--- config.mk ---
export PLATFORM = sky130hd
export DESIGN_NAME = lcd_ctrl
export DESIGN_NICKNAME = d
export VERILOG_FILES = /design/src/rtl/lcd_ctrl.sv
export SDC_FILE = /design/constraint.sdc
export NUM_CORES = 1
export LEC_CHECK = 0
export ABC_AREA = 1
export CAP_MARGIN = 0
export CORE_MARGIN = 10
export CORE_UTILIZATION = 53
export CTS_BUF_LIST = sky130_fd_sc_hd__clkbuf_8
export DETAILED_ROUTE_END_ITERATION = 8
export GPL_ROUTABILITY_DRIVEN = 0
export PLACE_DENSITY = 0.79
export SETUP_SLACK_MARGIN = 0.3
export SYNTH_ARGS = -nofsm -noshare
export SYNTH_HDL_FRONTEND = slang
export SYNTH_SLANG_ARGS = --single-unit
--- constraint.sdc ---
create_clock -name clk_i -period 1.7 [get_ports clk_i]
set_clock_uncertainty 0.1 [all_clocks]
set_input_delay 0.34 -clock clk_i [delete_from_list [all_inputs] [get_ports clk_i]]
set_output_delay 0.34 -clock clk_i [all_outputs]
set_load 0.05 [all_outputs]
--- src/rtl/lcd_ctrl.sv ---
// rtl/lcd_ctrl.sv - HD44780 character LCD write-only driver with power-up init sequence
module lcd_ctrl #(
    parameter int T_SETUP = 2,
    parameter int T_EN    = 13,
    parameter int T_HOLD  = 2,
    parameter int T_CMD   = 1080,
    parameter int T_CLR   = 44280,
    parameter int T_PWR   = 405000
) (
    input  logic       clk_i,
    input  logic       rst_ni,
    input  logic       req_valid_i,
    input  logic       req_rs_i,
    input  logic [7:0] req_data_i,
    output logic       req_ready_o,
    output logic       init_done_o,
    output logic       lcd_en_o,
    output logic       lcd_rw_o,
    output logic       lcd_rs_o,
    output logic       lcd_on_o,
    output logic [7:0] lcd_data_o
);

    function automatic int max2(input int a, input int b);
        return (a > b) ? a : b;
    endfunction

    // A zero delay would never expire, so every phase lasts at least one cycle
    localparam int TS = (T_SETUP < 1) ? 1 : T_SETUP;
    localparam int TE = (T_EN    < 1) ? 1 : T_EN;
    localparam int TH = (T_HOLD  < 1) ? 1 : T_HOLD;
    localparam int TC = (T_CMD   < 1) ? 1 : T_CMD;
    localparam int TL = (T_CLR   < 1) ? 1 : T_CLR;
    localparam int TP = (T_PWR   < 1) ? 1 : T_PWR;

    // SETUP is loaded with TS+1: RS/DATA change on the load edge itself, so the
    // first cycle of SETUP is the bus settling before the TS-cycle setup window
    localparam int T_MAX = max2(max2(max2(TS + 1, TE), max2(TH, TC)), max2(TL, TP));
    localparam int CW    = $clog2(T_MAX + 1);

    typedef enum logic [2:0] {
        PWR_WAIT,
        IDLE,
        SETUP,
        PULSE,
        HOLD,
        EXEC
    } state_t;

    state_t          state, state_n;
    logic [CW-1:0]   cnt, cnt_n;
    logic [1:0]      init_idx, init_idx_n;
    logic            done_q, done_n;
    logic            ready_q, ready_n;
    logic            en_q, en_n;
    logic            rs_q, rs_n;
    logic [7:0]      data_q, data_n;
    logic            on_q;
    logic            load;
    logic            load_rs;
    logic [7:0]      load_data;

    function automatic logic [7:0] init_byte(input logic [1:0] idx);
        case (idx)
            2'd0:    return 8'h38;
            2'd1:    return 8'h0C;
            2'd2:    return 8'h01;
            default: return 8'h06;
        endcase
    endfunction

    // Clear and return-home commands need the long execution wait
    function automatic logic is_long(input logic rs, input logic [7:0] d);
        return !rs && (d == 8'h01 || d == 8'h02 || d == 8'h03);
    endfunction

    // Next-state logic: phase sequencing, byte loading and registered output values
    always_comb begin
        state_n    = state;
        cnt_n      = cnt;
        init_idx_n = init_idx;
        done_n     = done_q;
        rs_n       = rs_q;
        data_n     = data_q;
        en_n       = 1'b0;
        load       = 1'b0;
        load_rs    = 1'b0;
        load_data  = 8'h00;

        case (state)
            PWR_WAIT: begin
                if (cnt == CW'(TP - 1)) begin
                    load      = 1'b1;
                    load_data = init_byte(2'd0);
                end else begin
                    cnt_n = cnt + CW'(1);
                end
            end
            IDLE: begin
                if (req_valid_i && ready_q) begin
                    load      = 1'b1;
                    load_rs   = req_rs_i;
                    load_data = req_data_i;
                end
            end
            SETUP: begin
                if (cnt == CW'(1)) begin
                    state_n = PULSE;
                    cnt_n   = CW'(TE);
                    en_n    = 1'b1;
                end else begin
                    cnt_n = cnt - CW'(1);
                end
            end
            PULSE: begin
                en_n = 1'b1;
                if (cnt == CW'(1)) begin
                    state_n = HOLD;
                    cnt_n   = CW'(TH);
                    en_n    = 1'b0;
                end else begin
                    cnt_n = cnt - CW'(1);
                end
            end
            HOLD: begin
                if (cnt == CW'(1)) begin
                    state_n = EXEC;
                    cnt_n   = is_long(rs_q, data_q) ? CW'(TL) : CW'(TC);
                end else begin
                    cnt_n = cnt - CW'(1);
                end
            end
            EXEC: begin
                if (cnt == CW'(1)) begin
                    if (done_q) begin
                        state_n = IDLE;
                    end else if (init_idx == 2'd3) begin
                        state_n = IDLE;
                        done_n  = 1'b1;
                    end else begin
                        init_idx_n = init_idx + 2'd1;
                        load       = 1'b1;
                        load_data  = init_byte(init_idx + 2'd1);
                    end
                end else begin
                    cnt_n = cnt - CW'(1);
                end
            end
            default: begin
                state_n = PWR_WAIT;
                cnt_n   = '0;
            end
        endcase

        if (load) begin
            state_n = SETUP;
            cnt_n   = CW'(TS + 1);
            rs_n    = load_rs;
            data_n  = load_data;
        end

        ready_n = done_n && (state_n == IDLE);
    end

    // State and output registers; reset drops every output immediately
    always_ff @(posedge clk_i or negedge rst_ni) begin
        if (!rst_ni) begin
            state    <= PWR_WAIT;
            cnt      <= '0;
            init_idx <= 2'd0;
            done_q   <= 1'b0;
            ready_q  <= 1'b0;
            en_q     <= 1'b0;
            rs_q     <= 1'b0;
            data_q   <= 8'h00;
            on_q     <= 1'b0;
        end else begin
            state    <= state_n;
            cnt      <= cnt_n;
            init_idx <= init_idx_n;
            done_q   <= done_n;
            ready_q  <= ready_n;
            en_q     <= en_n;
            rs_q     <= rs_n;
            data_q   <= data_n;
            on_q     <= 1'b1;
        end
    end

    assign req_ready_o = ready_q;
    assign init_done_o = done_q;
    assign lcd_en_o    = en_q;
    assign lcd_rw_o    = 1'b0;
    assign lcd_rs_o    = rs_q;
    assign lcd_on_o    = on_q;
    assign lcd_data_o  = data_q;

endmodule

Yosys cells after proc, flatten, opt, wreduce, memory -nomap -nowiden
Cells that the tools add are included.
{ "totals": {"in_bits": 12, "output_inout_bits": 14, "wordCells": 80, "ff_bits": 37} }
{ "classes": {"n_mux": 38, "n_reduce_logical": 11, "n_bitwise": 2, "eq_ne": 17, "addsub": 3} }
{ "op_table": {"columns": ["op", "n"], "rows": [
  ["19-bit two-way mux", 6],
  ["19-bit one-hot mux with 6 select lines", 1],
  ["6-bit two-way mux", 4],
  ["8-bit one-hot mux with 3 select lines", 1],
  ["3-bit two-way mux", 7],
  ["19-bit by 1-bit adder with 19-bit output, second input constant", 1],
  ["19-bit by 1-bit equality test with 1-bit output, second input constant", 1],
  ["19-bit equality test, second input constant", 1],
  ["19-bit by 1-bit subtractor with 19-bit output, second input constant", 1],
  ["6-bit one-hot mux with 3 select lines", 1],
  ["8-bit by 2-bit equality test with 1-bit output, second input constant", 2],
  ["16-bit two-way mux", 1],
  ["3-bit one-hot mux with 5 select lines", 1],
  ["1-bit two-way mux", 13],
  ["8-bit by 1-bit equality test with 1-bit output, second input constant", 1],
  ["8-bit two-way mux", 1],
  ["3-bit by 1-bit equality test with 1-bit output, second input constant", 2],
  ["3-bit by 2-bit equality test with 1-bit output, second input constant", 2],
  ["3-bit equality test, second input constant", 2],
  ["3-bit != test, second input constant", 2],
  ["2-bit equality test, second input constant", 2],
  ["4-bit AND reduction", 1],
  ["1-bit logical AND", 3],
  ["3-bit logical NOT", 1],
  ["other kinds (11)", 13]
]} }

Depth between registers and ports, before layout
{ "logic_depth": {"word_depth": 8, "mapped_depth": 14} }

Least setup slack after synthesis
Ideal clock, no wire load.
{ "synth_path": {"path_kind": "register -> register", "startpoint": "register ready_q, in the netlist req_ready_o", "endpoint": "register data_q[4], in the netlist lcd_data_o[4]", "synth_period_minus_slack_ns": 1.931, "stages_incl_launch_ff": 9, "slack_ns": -0.231, "required_ns": 1.470, "arrival_ns": 1.702, "setup_time_ns": 0.130, "cell_sequence": "dfrtp_1 -> nand2_1 -> nor3_2 -> nor2_1 -> nand2_4 -> inv_2 -> buf_6 -> nand2_1 -> nand3_1"} }
{ "synth_between": {"elab_chain_len": 3, "elab_cells_between_ends": 5, "classes_between": "4 x mux; 1 x reduce/logical"} }
{ "synth_lines": {"columns": ["item", "line_no", "source"], "rows": [
  ["start: declaration", "54", "logic ready_q, ready_n;"],
  ["start signal: assignment", "182", "ready_q <= ready_n;"],
  ["1-bit logical AND *", "100", "if (req_valid_i && ready_q) begin"],
  ["8-bit two-way mux / 1-bit two-way mux (equally long branches)", "100", null],
  ["8-bit one-hot mux with 3 select lines / 1-bit one-hot mux with 3 select lines (equally long branches)", "90", "case (state)"],
  ["end signal: assignment", "185", "data_q <= data_n;"],
  ["end: declaration", "57", "logic [7:0] data_q, data_n;"]
]} }
Mark *: on every way between the ends. The rest lies on a longest branch, timed or not.
A chain may end at the register's enable or synchronous reset.

Worst setup path in the final report
{ "layout_path": {"startpoint": "register cnt[7]", "endpoint": "register cnt[18]"} }
{ "layout_between": {"elab_chain_len": 5, "elab_cells_between_ends": 18, "classes_between": "2 x add/sub; 5 x eq/ne; 10 x mux; 1 x reduce/logical"} }
{ "layout_lines": {"columns": ["item", "line_no", "source"], "rows": [
  ["start: declaration", "51", "logic [CW-1:0] cnt, cnt_n;"],
  ["start signal: assignment", "179", "cnt <= cnt_n;"],
  ["parallel branches: the longest is 5 deep, another holds 19-bit by 1-bit subtractor with 19-bit output", null, null]
]} }
Several ways; the timed one is not identified. The select of a mux whose other input is x is not followed.

==> summary.txt <==
Die
  • Die width: 97.7 um
  • CORE AREA: 0.00589 mm2
  • Top-level port count: 26
  • FP Rows: 28
  • Vert. Die Dim: 97.7 um
  • Die Area: between 0.009 and 0.01 mm2
  • Initial Util: 54.3%

Finish
  • # diodes: 0
  • Final Non-Filler Cells: 723
  • Layout area overhead: 57.0%
  • Design area: ~0.005 mm2
  • Layout cell share with drive strength beyond 1: 35.5%
  • Nets: 668

Logic synthesis
  • Post-synth ARST share: between 90% and 100%
  • Area leader, netlist: dfrtp_1
  • Mean Syn Cell Area: 6.23 um2
  • Post-Syn Area: 0.00320 mm2
  • Mapped Cells: between 500 and 600
  • Distinct cells, synth: 37
  • Top cell type's share of synthesized area: between 20% and 30%
  • Top_reg_cell synth: dfrtp_1
  • Syn. warnings: 0
  • Sequential element share of the synthesized area: 29.0%
  • Post-Syn Nets: 534
  • Post-synth EDFFs: 0
  • Seq cells post-synth: 37
  • Synth top area cells: dfrtp_1 29%, nand2_1 21%, nand3_1 6.9%

Worst setup path
  • Family with the most delay on the worst path: simple AND/OR/NAND/NOR gates
  • Crit-path max FO: 17
  • Crit-path slowest cell: dfrtp_1
  • FF-to-FF End: cnt[18]
  • R2R setup slack: -0.50 ns
  • Crit-path max cell delay: 0.42 ns
  • CP Cell Sequence: nor2_1, nand2_2, inv_1, nand4_1, nor2_4, nor2_4, nand2_8, nor2_4, buf_12, nand2_1, nand2_1
  • Startpoint Class: register
  • Crit path top cell by count: nor2_4
  • CP Buf/Inv Count: 2
  • CP endpoint kind: register
  • Kind of critical path: register to register
  • Worst EP required: 1.80 ns
  • Reg-to-Reg Start: cnt[7]
  • Crit path arrival time: 2.30 ns
  • Worst reg2reg path depth: 11

Pwr
  • PD cells: approximately 360 mW/mm2
  • Leak: between 2 and 3 nW
  • Max IR drop VDD: approximately 0.00042 V

Clock network
  • H-tree depth: 2
  • Sink Count: 37
  • Num CTS Buffers: 5
  • CTS Buffer Depth: 2
  • Clk root buf: clkbuf_8
  • Worst skew pair latency: 0.32 ns
  • CTS tree: done
  • Clock-pin slew on the worst setup and hold paths: 0.08 ns

Outcome
  • Failing checks: setup timing
  • Outcome: complete, but fails checks

STA
  • Peak Freq: 454 MHz
  • Final setup margin: -0.502 ns
  • RSZ-0062 raised after global routing: true
  • Final setup viols: 36
  • Slew Viols, Final: 0
  • Tmin final: about 2.2 ns
  • Final Cycle Share: 130%
  • Final Hold Viols: 0

Route
  • TritonRoute pass-1 iters: 5
  • DR iter-0 viols: 809
  • Drt total wl: 15400 um
  • DRC Markers: 0
  • Vias: 4683
  • Routed wire per std cell: about 21 um
  • DR vias/cell: 6.48
  • ANT nets after route: 0

GRT
  • Global-route wire length before repair: 19400 um
  • Largest net degree at the start of global routing: 20
  • GR Overflow Total: 0
  • Initial antenna violation count: 0
  • Number of global-route vias before repair: between 4000 and 5000
  • Total GRT Usage: 24.3%

Place
  • Port bufs: 24
  • Placed cell areas: 0.00434 mm2
  • Inst Count DP: 694
  • Post-detail-place hpwl: 8440 um

Job
  • MaxCap Viol Count: 0

Min path
  • Worst hold path class: primary input to asynchronous set/reset pin
timing repair:
| item | CTS | global route |
|---|---|---|
| hold buffers | 1 | 0 |
| pin swaps | 5 | 17 |
| setup buffers | 9 | 11 |
| gates resized for setup | 38 | 72 |
| setup endpoints to repair | 36 | 37 |
| cloned | 0 | 0 |
| hold endpoints to repair | 17 | 0 |
cell usage after synthesis, types with 3 or more instances:
cell / instances
nand2_1: 179
nor2_1: 57
inv_1: 52
nand3_1: 44
dfrtp_1: 37
o21ai_0: 26
nand4_1: 14
nor3_1: 13
buf_2: 12
xor2_1: 11
a21oi_1: 9
ha_1: 9
nor2_4: 7
nand2_2: 4
nor2_2: 4
buf_6: 3
inv_2: 3
per-layer routing:
metal	vias to the layer above	global-route usage (%)	wire, um
met4	0	15.9	1690
met3	201	6.26	1850
met5	-	0	0
met2	506	43.1	6880
li1	1889	-	-
met1	2087	24.6	4980
registers in the layout, indices dropped and copies added, names as in the netlist:
| signal | flops |
|---|---|
| lcd_on_o | 1 |
| state | 3 |
| lcd_rs_o | 1 |
| cnt | 19 |
| lcd_data_o | 8 |
| init_done_o | 1 |
| lcd_en_o | 1 |
| init_idx | 2 |
| req_ready_o | 1 |
cell families after synthesis:
family / Yosys count / share of synthesized area (%)
AOI/OAI and AO/OA: 46 / 7.83
DFF: 37 / 29.0
xor gates and xnor gates: 12 / 3.29
other: 2 / 0.235
adders and majority gates: 9 / 3.52
and+or+nand+nor: 333 / 46.1
buffers and inverters: 74 / 10.0
area by class of cell:
class	instances	area (um2)
Multi-Input combinational cell	402	2310
Timing Repair Buffer	146	1340
Tap cell	75	93.8
Clock buffer	6	82.6
Fill cell	267	866
Clock inverter	2	33.8
Sequential cell	37	933
Inverter	55	225
report_power, final:
group          internal, mW  switching (mW)  leakage [nW]  total [mW]
Combinational        0.0270          0.0345          2.00      0.0615
Clock                 0.473           0.368        0.0626       0.841
Sequential            0.880        0.000265         0.457       0.880
worst max-delay path by stage:
stage / from / to / slack [ns] / depth (start not counted)
after floorplan: cnt[1] / lcd_data_o[4] / -0.11 / 14
after global placement: cnt[0] / cnt[0] / -0.22 / 10
after detailed placement: cnt[0] / cnt[0] / -0.29 / 10
after CTS: cnt[1] / cnt[16] / -0.20 / 14
after global routing: cnt[9] / cnt[12] / -0.48 / 10
final: cnt[7] / cnt[18] / -0.50 / 11
stage by stage:
| step | hold WS [ns] | util [%] | power (mW) | setup TNS, ns | setup WS [ns] |
|---|---|---|---|---|---|
| after floorplan | -0.0556 | - | 0.910 | -2.00 | -0.111 |
| after global placement | 0.206 | 73.8 | 0.955 | -4.18 | -0.218 |
| after detailed placement | 0.209 | 73.8 | 0.956 | -6.36 | -0.292 |
| after CTS | 0.426 | 79.3 | 1.76 | -4.96 | -0.203 |
| after global routing | 0.433 | 85.3 | 1.81 | -12.85 | -0.475 |
| final | 0.389 | 85.3 | 1.78 | -13.48 | -0.502 |
layout by cell type (no fill, tap or decap), types with 8 or more instances in the layout:
| cell | n |
|---|---|
| o21ai_0 | 18 |
| nor2_2 | 10 |
| xor2_1 | 11 |
| buf_12 | 13 |
| nand2_1 | 166 |
| buf_6 | 14 |
| buf_4 | 107 |
| dfrtp_1 | 31 |
| nand3_1 | 40 |
| nand2_4 | 8 |
| nand2_2 | 9 |
| nor2_1 | 41 |
| inv_1 | 47 |
| nand4_1 | 14 |
| clkdlybuf4s50_1 | 10 |
| a21oi_1 | 8 |
| nor2_4 | 17 |
No activity file was read; power rests on OpenSTA's default activity.
